$ cat src/rtl/eth_frame_tx.sv
// ============================================================================
// Module   : eth_frame_tx
// Purpose  : Ethernet MAC transmit framer. Takes a payload byte stream
//            (valid/ready/last) and emits a GMII-style byte stream with
//            preamble, SFD, zero padding to a minimum payload length,
//            CRC-32 FCS and an inter-frame gap. A payload underrun aborts
//            the frame with a one-cycle tx_er marker.
// Ports    : clock          - 125 MHz byte clock
//            reset_n        - synchronous active-low reset
//            s_data/s_valid/s_last/s_ready - payload stream in
//            txd/tx_en/tx_er - registered transmit byte stream out
//            busy           - high whenever the framer is not idle
//            frames_sent    - completed frames (wraps)
//            frames_aborted - underrun aborts (wraps)
// Revision : 1.0 - initial release
// ============================================================================
`default_nettype none

module eth_frame_tx #(
  parameter int PREAMBLE_LEN = 7,
  parameter int IFG_LEN      = 12,
  parameter int MIN_PAYLOAD  = 60,
  parameter int APPEND_FCS   = 1,
  parameter int CNT_W        = 16
) (
  input  logic             clock,
  input  logic             reset_n,
  input  logic [7:0]       s_data,
  input  logic             s_valid,
  input  logic             s_last,
  output logic             s_ready,
  output logic [7:0]       txd,
  output logic             tx_en,
  output logic             tx_er,
  output logic             busy,
  output logic [CNT_W-1:0] frames_sent,
  output logic [CNT_W-1:0] frames_aborted
);

  typedef enum logic [2:0] {
    S_IDLE     = 3'd0,
    S_PREAMBLE = 3'd1,
    S_SFD      = 3'd2,
    S_DATA     = 3'd3,
    S_PAD      = 3'd4,
    S_FCS      = 3'd5,
    S_ABORT    = 3'd6,
    S_IFG      = 3'd7
  } state_t;

  localparam logic [15:0]      c_PRE_LAST  = 16'(PREAMBLE_LEN - 1);
  localparam logic [15:0]      c_IFG_LAST  = 16'(IFG_LEN - 1);
  localparam logic [15:0]      c_MIN       = 16'(MIN_PAYLOAD);
  localparam logic [2:0]       c_FCS_BYTES = (APPEND_FCS != 0) ? 3'd4 : 3'd0;
  localparam logic [31:0]      c_POLY      = 32'hEDB88320;
  localparam logic [31:0]      c_CRC_INIT  = 32'hFFFFFFFF;
  localparam logic [CNT_W-1:0] c_ONE       = {{(CNT_W-1){1'b0}}, 1'b1};

  state_t           r_state;
  logic [15:0]      r_tmr;      // preamble / IFG cycle counter
  logic [15:0]      r_count;    // payload + pad bytes, saturating
  logic [2:0]       r_fcs_idx;  // FCS bytes already placed on txd
  logic [31:0]      r_crc;
  logic [7:0]       r_txd;
  logic             r_tx_en;
  logic             r_tx_er;
  logic [CNT_W-1:0] r_sent;
  logic [CNT_W-1:0] r_aborted;

  logic             w_ready;
  logic [15:0]      w_count_inc;
  logic [31:0]      w_crc_data;
  logic [31:0]      w_crc_zero;
  logic [31:0]      w_crc_inv;
  logic [7:0]       w_fcs_byte;

  // One byte of the reflected CRC-32, LSB of the data byte first.
  function automatic logic [31:0] crc_byte(input logic [31:0] crc, input logic [7:0] d);
    logic [31:0] c;
    c = crc ^ {24'h0, d};
    for (int i = 0; i < 8; i++) begin
      c = c[0] ? ((c >> 1) ^ c_POLY) : (c >> 1);
    end
    return c;
  endfunction

  // The SFD cycle already accepts the first payload byte so that it
  // lands on txd immediately after 0xD5.
  assign w_ready     = (r_state == S_SFD) || (r_state == S_DATA) || (r_state == S_ABORT);
  assign w_count_inc = (r_count == 16'hFFFF) ? r_count : (r_count + 16'd1);
  assign w_crc_data  = crc_byte(r_crc, s_data);
  assign w_crc_zero  = crc_byte(r_crc, 8'h00);
  assign w_crc_inv   = ~r_crc;
  assign w_fcs_byte  = w_crc_inv[{r_fcs_idx[1:0], 3'b000} +: 8];

  always_ff @(posedge clock) begin
    if (!reset_n) begin
      r_state   <= S_IDLE;
      r_tmr     <= '0;
      r_count   <= '0;
      r_fcs_idx <= '0;
      r_crc     <= c_CRC_INIT;
      r_txd     <= '0;
      r_tx_en   <= 1'b0;
      r_tx_er   <= 1'b0;
      r_sent    <= '0;
      r_aborted <= '0;
    end else begin
      r_tx_er <= 1'b0;
      case (r_state)
        S_IDLE: begin
          r_txd   <= 8'h00;
          r_tx_en <= 1'b0;
          if (s_valid) begin
            r_state   <= S_PREAMBLE;
            r_tmr     <= '0;
            r_count   <= '0;
            r_fcs_idx <= '0;
            r_crc     <= c_CRC_INIT;
            r_txd     <= 8'h55;
            r_tx_en   <= 1'b1;
          end
        end

        S_PREAMBLE: begin
          if (r_tmr == c_PRE_LAST) begin
            r_state <= S_SFD;
            r_txd   <= 8'hD5;
          end else begin
            r_tmr <= r_tmr + 16'd1;
            r_txd <= 8'h55;
          end
        end

        S_SFD, S_DATA: begin
          if (s_valid) begin
            r_txd   <= s_data;
            r_crc   <= w_crc_data;
            r_count <= w_count_inc;
            if (s_last) begin
              // The last byte is still shown on txd during PAD/FCS entry.
              r_state <= (w_count_inc < c_MIN) ? S_PAD : S_FCS;
            end else begin
              r_state <= S_DATA;
            end
          end else begin
            // Underrun: one marker byte, then swallow the rest of the frame.
            r_txd     <= 8'h00;
            r_tx_en   <= 1'b1;
            r_tx_er   <= 1'b1;
            r_aborted <= r_aborted + c_ONE;
            r_state   <= S_ABORT;
          end
        end

        S_PAD: begin
          if (r_count < c_MIN) begin
            r_txd   <= 8'h00;
            r_crc   <= w_crc_zero;
            r_count <= w_count_inc;
          end else if (c_FCS_BYTES != 3'd0) begin
            r_txd     <= w_fcs_byte;
            r_fcs_idx <= r_fcs_idx + 3'd1;
            r_state   <= S_FCS;
          end else begin
            r_state <= S_IFG;
            r_tmr   <= '0;
            r_txd   <= 8'h00;
            r_tx_en <= 1'b0;
            r_sent  <= r_sent + c_ONE;
          end
        end

        S_FCS: begin
          if (r_fcs_idx < c_FCS_BYTES) begin
            r_txd     <= w_fcs_byte;
            r_fcs_idx <= r_fcs_idx + 3'd1;
          end else begin
            r_state <= S_IFG;
            r_tmr   <= '0;
            r_txd   <= 8'h00;
            r_tx_en <= 1'b0;
            r_sent  <= r_sent + c_ONE;
          end
        end

        S_ABORT: begin
          r_txd   <= 8'h00;
          r_tx_en <= 1'b0;
          if (s_valid && s_last) begin
            r_state <= S_IFG;
            r_tmr   <= '0;
          end
        end

        S_IFG: begin
          r_txd   <= 8'h00;
          r_tx_en <= 1'b0;
          if (r_tmr == c_IFG_LAST) begin
            // Starting straight from the last gap cycle keeps the gap
            // at exactly IFG_LEN idle bytes for back-to-back frames.
            if (s_valid) begin
              r_state   <= S_PREAMBLE;
              r_tmr     <= '0;
              r_count   <= '0;
              r_fcs_idx <= '0;
              r_crc     <= c_CRC_INIT;
              r_txd     <= 8'h55;
              r_tx_en   <= 1'b1;
            end else begin
              r_state <= S_IDLE;
            end
          end else begin
            r_tmr <= r_tmr + 16'd1;
          end
        end

        default: r_state <= S_IDLE;
      endcase
    end
  end

  assign s_ready        = w_ready;
  assign txd            = r_txd;
  assign tx_en          = r_tx_en;
  assign tx_er          = r_tx_er;
  assign busy           = (r_state != S_IDLE);
  assign frames_sent    = r_sent;
  assign frames_aborted = r_aborted;

endmodule

`default_nettype wire

$ cat config.mk
export PLATFORM = sky130hd
export DESIGN_NAME = eth_frame_tx
export DESIGN_NICKNAME = d
export VERILOG_FILES = /design/src/rtl/eth_frame_tx.sv
export SDC_FILE = /design/constraint.sdc
export NUM_CORES = 1
export LEC_CHECK = 0
export ABC_AREA = 1
export CELL_PAD_IN_SITES_DETAIL_PLACEMENT = 1
export CELL_PAD_IN_SITES_GLOBAL_PLACEMENT = 1
export CORE_MARGIN = 2
export CORE_UTILIZATION = 46
export DETAILED_ROUTE_END_ITERATION = 8
export PLACE_DENSITY_LB_ADDON = 0.1
export SYNTH_ARGS = -nofsm -noshare
export SYNTH_HDL_FRONTEND = slang
export SYNTH_SLANG_ARGS = --single-unit
$ cat constraint.sdc
create_clock -name clock -period 4 [get_ports clock]
set_clock_uncertainty 0.2 [all_clocks]
set_input_delay 0.4 -clock clock [delete_from_list [all_inputs] [get_ports clock]]
set_output_delay 0.4 -clock clock [all_outputs]
set_load 0.01 [all_outputs]
==> results of run 1 <==
final timing paths:
check / cells after the start / end / from
max: 10 / r_crc[10]$_SDFFE_PN1P_ / r_state[1]$_SDFFE_PN0P_
min: 3 / frames_sent[10]$_SDFFE_PN0P_ / reset_n
max reg2reg: 10 / r_crc[10]$_SDFFE_PN1P_ / r_state[1]$_SDFFE_PN0P_
min reg2reg: 1 / frames_sent[15]$_SDFFE_PN0P_ / frames_sent[15]$_SDFFE_PN0P_
logic make-up (layout without fill, tap and decap cells):
kind of cell | Yosys count | in the layout
AO/OA/AOI/OAI | 244 | 244
XOR/XNOR | 102 | 102
adder cells (fa/ha/maj) | 6 | 6
buffers and inverters | 191 | 228
flip-flops | 112 | 112
AND/OR/NAND/NOR | 585 | 585
synth_stat cells (12+ instances only):
| cell type | instances |
|---|---|
| xnor2_1 | 39 |
| nand3_1 | 98 |
| nand2_1 | 327 |
| xor2_1 | 57 |
| nor2_1 | 96 |
| nand2_2 | 12 |
| nand4_1 | 15 |
| o21ai_0 | 89 |
| dfxtp_1 | 112 |
| inv_1 | 135 |
| clkbuf_1 | 22 |
| a21oi_1 | 117 |
stage by stage:
step | utilization (%) | instances
floorplan | - | 1240
global placement | 51.4 | 1481
detailed placement | 51.4 | 1481
CTS | 53.4 | 1497
global route | 53.4 | 1497
finish | 53.4 | 1497
flip-flops by register name, summed over array words and instances (netlist names):
register	cells
r_state	3
r_crc	32
tx_en	1
tx_er	1
r_fcs_idx	3
r_tmr	16
txd	8
frames_aborted	16
r_count	16
frames_sent	16
per-layer routing:
metal	vias up	global-route usage, %
li1	4057	-
met1	4000	37.9
met2	214	51.9
met3	59	4.24
met4	0	13.9
met5	-	0
worst min-delay path, stage by stage:
cell and delay (ns):
buf_2 0.13, o21ai_0 0.07, a21oi_1 0.04
area by class of cell:
| cell class | instances | area [sq um] | share of cell area, % |
|---|---|---|---|
| Tap cell | 220 | 275 | 3.10 |
| Sequential cell | 112 | 2240 | 25.2 |
| Clock buffer | 9 | 225 | 2.54 |
| Clock inverter | 7 | 108 | 1.21 |
| Timing Repair Buffer | 64 | 613 | 6.90 |
| Inverter | 148 | 558 | 6.28 |
| Multi-Input combinational cell | 937 | 4860 | 54.7 |
power by group through the flow:
stage,registers [W],clock network [W],logic (W)
after floorplan,0.00149,0,0.00295
after global placement,0.00168,0,0.00370
after detailed placement,0.00169,0,0.00384
after CTS,0.00166,0.00106,0.00390
after global routing,0.00170,0.00110,0.00433
final,0.00167,0.00105,0.00393
==> run_results.csv, run 1 <==
group,metric,value,unit
run_status,status,"completed",
clocking,numCtsBuffers,9,
power_and_ir_drop,switchingPower,0.00345,W
logic_synthesis,synth_nets,1258,
placement,io_buffers,55,
placement,place_area,0.00855,sq mm
clocking,cts_tree,"built",
drt,drtPass1Iterations,5,
drt,route.met3.wl,1480,microns
grt,grt_pass1_wl,43400,microns
layout,final_common_cell,"nand2_1",
power_and_ir_drop,power_frac_seq,25.2,%
sta,finalSetupViolCount,0,
power_and_ir_drop,p_clk_share,15.8,%
critical_path,crit_arrival,3.15,ns
clocking,cts_sinks,112,
critical_path,cpPeakStageDelay,0.43,ns
clocking,htreeDepth,3,
critical_path,crit_fanout,43,
placement,dpl.hpwl,19700,microns
logic_synthesis,yosysWarningCount,0,
critical_path,worstPathRequired,4.10,ns
die,die-area,0.0181,sq mm
die,initial_utilization,47.2,%
sta,final_hold_viol_count,0,
sta,period_share,76.2,%
drt,via_count,8330,
power_and_ir_drop,ir_drop,0.000321,V
placement,gp_congestion,0.890,
sta,fin_tns_setup,0,ns
sta,finalMaxSlewViolations,0,
logic_synthesis,synth_adder_area_share,0.956,%
logic_synthesis,synthCells,1240,
logic_synthesis,ys_top_cells_by_area,"dfxtp_1, nand2_1, a21oi_1",
logic_synthesis,synth_top_family_by_area,"simple AND/OR/NAND/NOR gates",
layout,nNetsFinal,1290,
sta,fmax,328,MHz
layout,areaGrowthSynthToFinish,13.1,%
critical_path,worstSetupStartpointType,"flop",
drt,via_per_inst,5.56,
power_and_ir_drop,swShare,51.9,%
sta,finalWorstSetupSlack,0.952,ns
grt,grtUsageTotal,30.4,%
logic_synthesis,ys_seq_elements,112,
min_path,hold_path.class,"input pin to flop",
logic_synthesis,synth_mux_area_share,0,%
grt,overflow,0,
critical_path,end_kind,"flop",
layout,fin_area,0.00888,sq mm
die,die_w,135,microns
die,rows,47,
logic_synthesis,mappedNetlistArea,0.00786,sq mm
power_and_ir_drop,finalPower,0.00665,W
logic_synthesis,synth-simple-area-share,32.1,%
placement,place_worst_setup_slack,0.959,ns
grt,grt_pass1_vias,8357,
layout,nFillCells,2261,
critical_path,r2r_slack,0.95,ns
sta,slew_headroom,34.1,%
logic_synthesis,post_synth_xor_area_fraction,12.2,%
drt,ant_nets,0,
clocking,cts_setup_buffers,0,
critical_path,cp_cell_sequence,"nor2_1 > nand2_1 > nand2_2 > inv_2 > a21oi_4 > nand3_4 > inv_2 > buf_4 > o21ai_0 > o211ai_1",
clocking,clockBufferDepth,2,
power_and_ir_drop,leakagePower,3.79,nW
grt,grt_antenna_before_repair,0,
critical_path,critPathSlowestCell,"buf_4",
layout,drive_gt1_share,5.87,%
drt,wl_met2,12800,microns
sta,worst_pin_slew,0.989,ns
clocking,root_buffer,"clkbuf_16",
logic_synthesis,synth_cell_types,49,
critical_path,cp.buffers_inverters,3,
sta,rsz0062_at_grt,"false",
drt,wl_per_cell,18.1,microns
clocking,clkTransAtPathRegs,0.08,ns
grt,grt_max_degree,47,
power_and_ir_drop,p_int,0.00320,W
die,die_height,135,microns
drt,dr.max_layer_used,"met4",
die,ios,56,
logic_synthesis,ys_seq_area_share,28.5,%
critical_path,cp_common_cell,"inv_2",
die,core,0.0166,sq mm
clocking,ctsHoldBuffers,0,
power_and_ir_drop,combPwrFrac,59.1,%
logic_synthesis,ys_dominant_reg_cell,"dfxtp_1",
drt,drc,0,
layout,layout_common_cells,"nand2_1, inv_1, a21oi_1",
critical_path,cp_top_family,"simple AND/OR/NAND/NOR gates",
sta,hold_ws,0.123,ns
drt,finalWirelength,27100,microns
layout,antenna_cells,0,
logic_synthesis,synth_edf_count,0,
logic_synthesis,synth_top_cell_by_area,"dfxtp_1",
drt,first_iter_violations,411,
logic_synthesis,async_reset_ff_share,0,%
drt,wl_met1,11800,microns
clocking,post_cts_resize_count,0,
critical_path,path_class,"flop to flop",
logic_synthesis,synth_top_area_share,28.5,%
job,max_cap_violations,0,
logic_synthesis,synth_compound_area_share,16.6,%
clocking,clk_latency,0.37,ns
sta,fin_crit,3.05,ns
logic_synthesis,syn-mean-instance-area,6.33,sq um
power_and_ir_drop,power.density,749,mW/mm^2
Power figures use the tool's default switching activity.
==> run 2: changes to the inputs <==
CORE_UTILIZATION = 38   (was 46)
clock period = 2.6 ns   (was 4 ns; I/O delays follow)
==> run 2 against run 1 <==
Compared with the run above: first-iteration DRC count down 4.6%; worst setup slack worse by 0.77 ns; routed wire length up 0.55%; worst hold slack better by 0.11 ns; sequential share of layout area down 0.97 points; power up 58%; highest routed layer unchanged.
==> run_results.csv, run 2 (synthesis gave the netlist of run 1 again) <==
group,metric,value,unit
min_path,hold_path.class,"input pin to flop",
power_and_ir_drop,swShare,50.8,%
grt,grt_max_degree,45,
layout,antenna_cells,0,
sta,finalSetupViolCount,0,
power_and_ir_drop,power_frac_seq,23.7,%
die,core,0.0202,sq mm
clocking,cts_sinks,112,
sta,worst_pin_slew,0.555,ns
layout,multi_input_area,0.00486,sq mm
clocking,cts_setup_buffers,0,
min_path,hold_depth,4,
power_and_ir_drop,leakagePower,3.98,nW
layout,largest_register,"r_crc",
clocking,root_buffer,"clkbuf_16",
critical_path,crit_arrival,2.48,ns
critical_path,worstPathRequired,2.66,ns
sta,slew_headroom,62.8,%
run_status,status,"completed",
die,ios,56,
drt,finalWirelength,27300,microns
clocking,ctsHoldBuffers,0,
critical_path,critPathSlowestCell,"dfxtp_1",
drt,drc,0,
sta,fmax,414,MHz
layout,nFillCells,2746,
die,die_height,148,microns
drt,ant_nets,0,
layout,largest_reg_flops,32,
sta,final_hold_viol_count,0,
sta,fin_crit,2.42,ns
clocking,clkTransAtPathRegs,0.09,ns
grt,grt_pass1_wl,44800,microns
critical_path,r2r_slack,0.18,ns
clocking,clk_latency,0.37,ns
critical_path,path_class,"flop to flop",
clocking,numCtsBuffers,9,
power_and_ir_drop,power.density,1140,mW/mm^2
critical_path,cp_cell_sequence,"inv_1 > nand2_1 > nand2_2 > xor2_2 > inv_1 > nand2_1 > nand3_1 > nand3_1 > nand2_1 > inv_1 > nand2_1 > nand2_1 > nand2_1",
drt,first_iter_violations,392,
grt,grtUsageTotal,25.7,%
sta,rsz0062_at_grt,"false",
die,initial_utilization,38.8,%
grt,grt_pass1_vias,8554,
clocking,clockBufferDepth,2,
min_path,min_from,"reset_n",
sta,period_share,93.0,%
critical_path,worstSetupStartpointType,"flop",
die,die_w,148,microns
critical_path,cp_common_cell,"nand2_1",
sta,finalWorstSetupSlack,0.183,ns
power_and_ir_drop,p_clk_share,14.9,%
die,die-area,0.0218,sq mm
critical_path,crit_fanout,9,
power_and_ir_drop,combPwrFrac,61.3,%
placement,dpl.hpwl,20500,microns
critical_path,r2r-end,"r_crc[19]$_SDFFE_PN1P_",
layout,layout_common_cells,"nand2_1, inv_1, a21oi_1",
critical_path,rr_startpoint,"r_crc[6]$_SDFFE_PN1P_",
drt,drtPass1Iterations,5,
critical_path,end_kind,"flop",
grt,grt_antenna_before_repair,0,
clocking,post_cts_resize_count,0,
layout,nNetsFinal,1329,
placement,io_buffers,55,
power_and_ir_drop,ir_drop,0.000485,V
placement,place_worst_setup_slack,0.0932,ns
die,rows,52,
job,max_cap_violations,0,
clocking,cts_tree,"built",
drt,via_per_inst,5.24,
power_and_ir_drop,switchingPower,0.00533,W
critical_path,worst_r2r_path_depth,13,
layout,regArea,0.00224,sq mm
layout,areaGrowthSynthToFinish,17.6,%
clocking,htreeDepth,3,
critical_path,cpPeakStageDelay,0.55,ns
layout,drive_gt1_share,8.81,%
sta,finalMaxSlewViolations,0,
sta,fin_tns_setup,0,ns
drt,wl_per_cell,17.2,microns
min_path,whs_endpoint,"r_crc[17]$_SDFFE_PN1P_",
drt,via_count,8314,
power_and_ir_drop,p_int,0.00517,W
grt,overflow,0,
layout,final_common_cell,"nand2_1",
placement,gp_congestion,0.883,
[run 2: cell count changes in the layout (fill, tap and decap cells not counted), sizes merged]
| cell | change |
|---|---|
| buf | +39 |
| bufinv | -1 |
| clkinvlp | -1 |
| clkinv | +2 |
[run 2: worst max-delay path by stage]
stage	startpoint	endpoint	slack, ns	cells past startpoint
floorplan	r_count[0]$_SDFFE_PN0P_	r_state[0]$_SDFFE_PN0P_	0.63	14
global placement	s_data[0]	r_crc[22]$_SDFFE_PN1P_	0.12	14
detailed placement	s_data[0]	r_crc[7]$_SDFFE_PN1P_	0.09	11
CTS	r_crc[6]$_SDFFE_PN1P_	r_crc[19]$_SDFFE_PN1P_	0.23	15
global route	r_count[0]$_SDFFE_PN0P_	r_state[0]$_SDFFE_PN0P_	0.004	14
finish	r_crc[6]$_SDFFE_PN1P_	r_crc[19]$_SDFFE_PN1P_	0.18	13
[run 2: power groups by stage]
stage	clock, W	combinational [W]	sequential, W
4_1_cts	0.00159	0.00643	0.00248
3_5_place_dp	0	0.00638	0.00251
6_report	0.00157	0.00644	0.00249
3_3_place_gp	0	0.00623	0.00251
5_1_grt	0.00166	0.00717	0.00253
2_1_floorplan	0	0.00454	0.00229
[run 2: per-layer routing]
layer  wire, microns  global-route usage, %  up-vias
met5               0                      0        -
li1                -                      -     4131
met4             386                   5.96        0
met1           12700                   34.0     4021
met2           12900                   43.9      140
met3            1290                   4.26       22
[run 2: area by class of cell]
type / count / share of cell area, %
clock buffers: 9 / 2.44
inverters: 148 / 6.04
repair buffers: 103 / 9.94
multi-input cells: 937 / 52.6
well taps: 270 / 3.66
clock inverters: 7 / 1.03
flip-flops and latches: 112 / 24.3
[run 2: stage by stage]
stage | utilization, % | cell area (sq um) | instances | power [W] | hold slack [ns]
after floorplan | - | 7860 | 1240 | 0.00684 | 0.226
after global placement | 44.1 | 8920 | 1570 | 0.00875 | 0.252
after detailed placement | 44.1 | 8920 | 1570 | 0.00889 | 0.266
after CTS | 45.7 | 9240 | 1586 | 0.0105 | 0.231
after global routing | 45.7 | 9240 | 1586 | 0.0114 | 0.252
final | 45.7 | 9240 | 1586 | 0.0105 | 0.229
[run 2: worst max-delay path, delay by kind of cell (launching register included)]
family / cells / cell delay [ns]
buffers and inverters: 3 / 0.38
xor gates and xnor gates: 1 / 0.33
DFF: 1 / 0.55
and+or+nand+nor: 9 / 0.85
==> run 3: changes to the inputs <==
SETUP_SLACK_MARGIN = 0.02   (was unset)
==> run 3 against run 2 <==
Compared with the run above: global-route usage did not move; combinational power barely moved; final area barely moved; largest power group unchanged; highest routed layer unchanged; sequential power barely moved; sequential cell count did not move.
==> run_results.csv, run 3 (synthesis gave the netlist of run 1 again) <==
group,metric,value,unit
grt,grt_max_degree,45,
drt,drc,0,
placement,place_area,0.00892,sq mm
grt,grtUsageMet2,43.9,%
min_path,hold_depth,4,
layout,layout_common_cells,"nand2_1, inv_1, a21oi_1",
sta,finalMaxSlewViolations,0,
die,die_w,148,microns
critical_path,end_kind,"flop",
clocking,htreeDepth,3,
min_path,hold_path.class,"input pin to flop",
run_status,status,"completed",
critical_path,path_class,"flop to flop",
clocking,cts_tree,"built",
grt,globalRouteMet3Util,4.26,%
grt,grtUsageTotal,25.7,%
grt,grt_pass1_vias,8554,
critical_path,worstPathRequired,2.66,ns
critical_path,crit_fanout,9,
die,die_height,148,microns
grt,grt.met1_usage,34.0,%
clocking,root_buffer,"clkbuf_16",
drt,drtPass1Iterations,5,
placement,io_buffers,55,
placement,dpl.hpwl,20500,microns
power_and_ir_drop,leakagePower,3.98,nW
layout,utilization,45.7,%
sta,worst_pin_slew,0.547,ns
clocking,clk_latency,0.37,ns
layout,regArea,0.00224,sq mm
die,ios,56,
die,initial_utilization,38.8,%
clocking,numCtsBuffers,9,
layout,largest_reg_flops,32,
sta,fmax,415,MHz
layout,multi_input_area,0.00487,sq mm
layout,fin_cells,1586,
drt,via_count,8311,
sta,rsz0062_at_grt,"false",
critical_path,rr_startpoint,"r_crc[6]$_SDFFE_PN1P_",
sta,fin_crit,2.41,ns
sta,finalSetupViolCount,0,
critical_path,worstSetupStartpointType,"flop",
drt,finalWirelength,27300,microns
clocking,clkTransAtPathRegs,0.09,ns
placement,gp_congestion,0.883,
layout,fin_area,0.00924,sq mm
sta,final_hold_viol_count,0,
drt,wl_per_cell,17.2,microns
layout,nNetsFinal,1329,
sta,period_share,92.6,%
layout,areaGrowthSynthToFinish,17.7,%
clocking,cts_sinks,112,
layout,largest_register,"r_crc",
layout,drive_gt1_share,8.89,%
job,max_cap_violations,0,
clocking,clockBufferDepth,2,
power_and_ir_drop,ir_drop,0.000484,V
clocking,ctsHoldBuffers,0,
placement,place_inst,1570,
sta,slew_headroom,63.4,%
layout,final_common_cell,"nand2_1",
layout,nFillCells,2748,
drt,first_iter_violations,401,
min_path,min_from,"reset_n",
drt,via_per_inst,5.24,
critical_path,r2r_slack,0.19,ns
power_and_ir_drop,power.density,1140,mW/mm^2
grt,grt_pass1_wl,44800,microns
min_path,whs_endpoint,"r_crc[17]$_SDFFE_PN1P_",
die,core,0.0202,sq mm
layout,antenna_cells,0,
die,die-area,0.0218,sq mm
drt,ant_nets,0,
critical_path,worst_r2r_path_depth,13,
power_and_ir_drop,finalPower,0.0105,W
grt,overflow,0,
critical_path,r2r-end,"r_crc[19]$_SDFFE_PN1P_",
grt,grt.busiest_layer,"met2",
grt,grt_antenna_before_repair,0,
critical_path,crit_arrival,2.47,ns
sta,fin_tns_setup,0,ns
die,rows,52,
==> run 3: cell types whose count changed in the layout (fill, tap and decap cells not counted) <==
cell,previous run,this run
nor2_1,95,94
nor2_2,5,6
==> run 3: layer usage <==
layer / vias to the layer above / share of wire (%)
met4: 0 / 1.3
met1: 4018 / 47
li1: 4130 / -
met5: - / 0
met3: 22 / 4.5
met2: 141 / 47
==> run 3: what timing repair did <==
action,4_1_cts,5_1_grt
endpoints found under the setup margin,0,5
buffers inserted,0,0
resized for setup,0,3
==> run 3: worst max-delay path by stage <==
stage / start / to / cells past startpoint
after floorplan: r_count[0]$_SDFFE_PN0P_ / r_state[0]$_SDFFE_PN0P_ / 14
after global placement: s_data[0] / r_crc[22]$_SDFFE_PN1P_ / 14
after detailed placement: s_data[0] / r_crc[7]$_SDFFE_PN1P_ / 11
after CTS: r_crc[6]$_SDFFE_PN1P_ / r_crc[19]$_SDFFE_PN1P_ / 15
after global routing: r_crc[6]$_SDFFE_PN1P_ / r_crc[19]$_SDFFE_PN1P_ / 14
final: r_crc[6]$_SDFFE_PN1P_ / r_crc[19]$_SDFFE_PN1P_ / 13
==> run 3: power breakdown <==
group / internal, W / switching (W) / total, W / leakage, nW
Combinational: 0.00235 / 0.00408 / 0.00643 / 2.91
Clock: 0.000782 / 0.000789 / 0.00157 / 0.157
Sequential: 0.00203 / 0.000458 / 0.00249 / 0.913
Total: 0.00517 / 0.00533 / 0.0105 / 3.98
==> run 3: stage by stage <==
step           hold slack (ns)  worst slack (ns)
2_1_floorplan            0.226             0.635
3_3_place_gp             0.252             0.125
3_5_place_dp             0.266            0.0932
4_1_cts                  0.231             0.232
5_1_grt                  0.252            0.0231
6_report                 0.230             0.192
==> run 3: final cells by class <==
type / count / area share, %
repair buffers: 103 / 9.94
clock buffers: 9 / 2.44
multi-input cells: 937 / 52.6
inverters: 148 / 6.04
well taps: 270 / 3.65
clock inverters: 7 / 1.03
flip-flops and latches: 112 / 24.3
==> run 3: critical path, cell delays in order (launching register included) <==
cell and delay [ns]:
dfxtp_1 0.55, inv_1 0.15, nand2_1 0.11, nand2_2 0.22
xor2_2 0.33, inv_1 0.17, nand2_1 0.12, nand3_1 0.07
nand3_1 0.08, nand2_1 0.05, inv_1 0.06, nand2_1 0.08
nand2_1 0.07, nand2_1 0.05
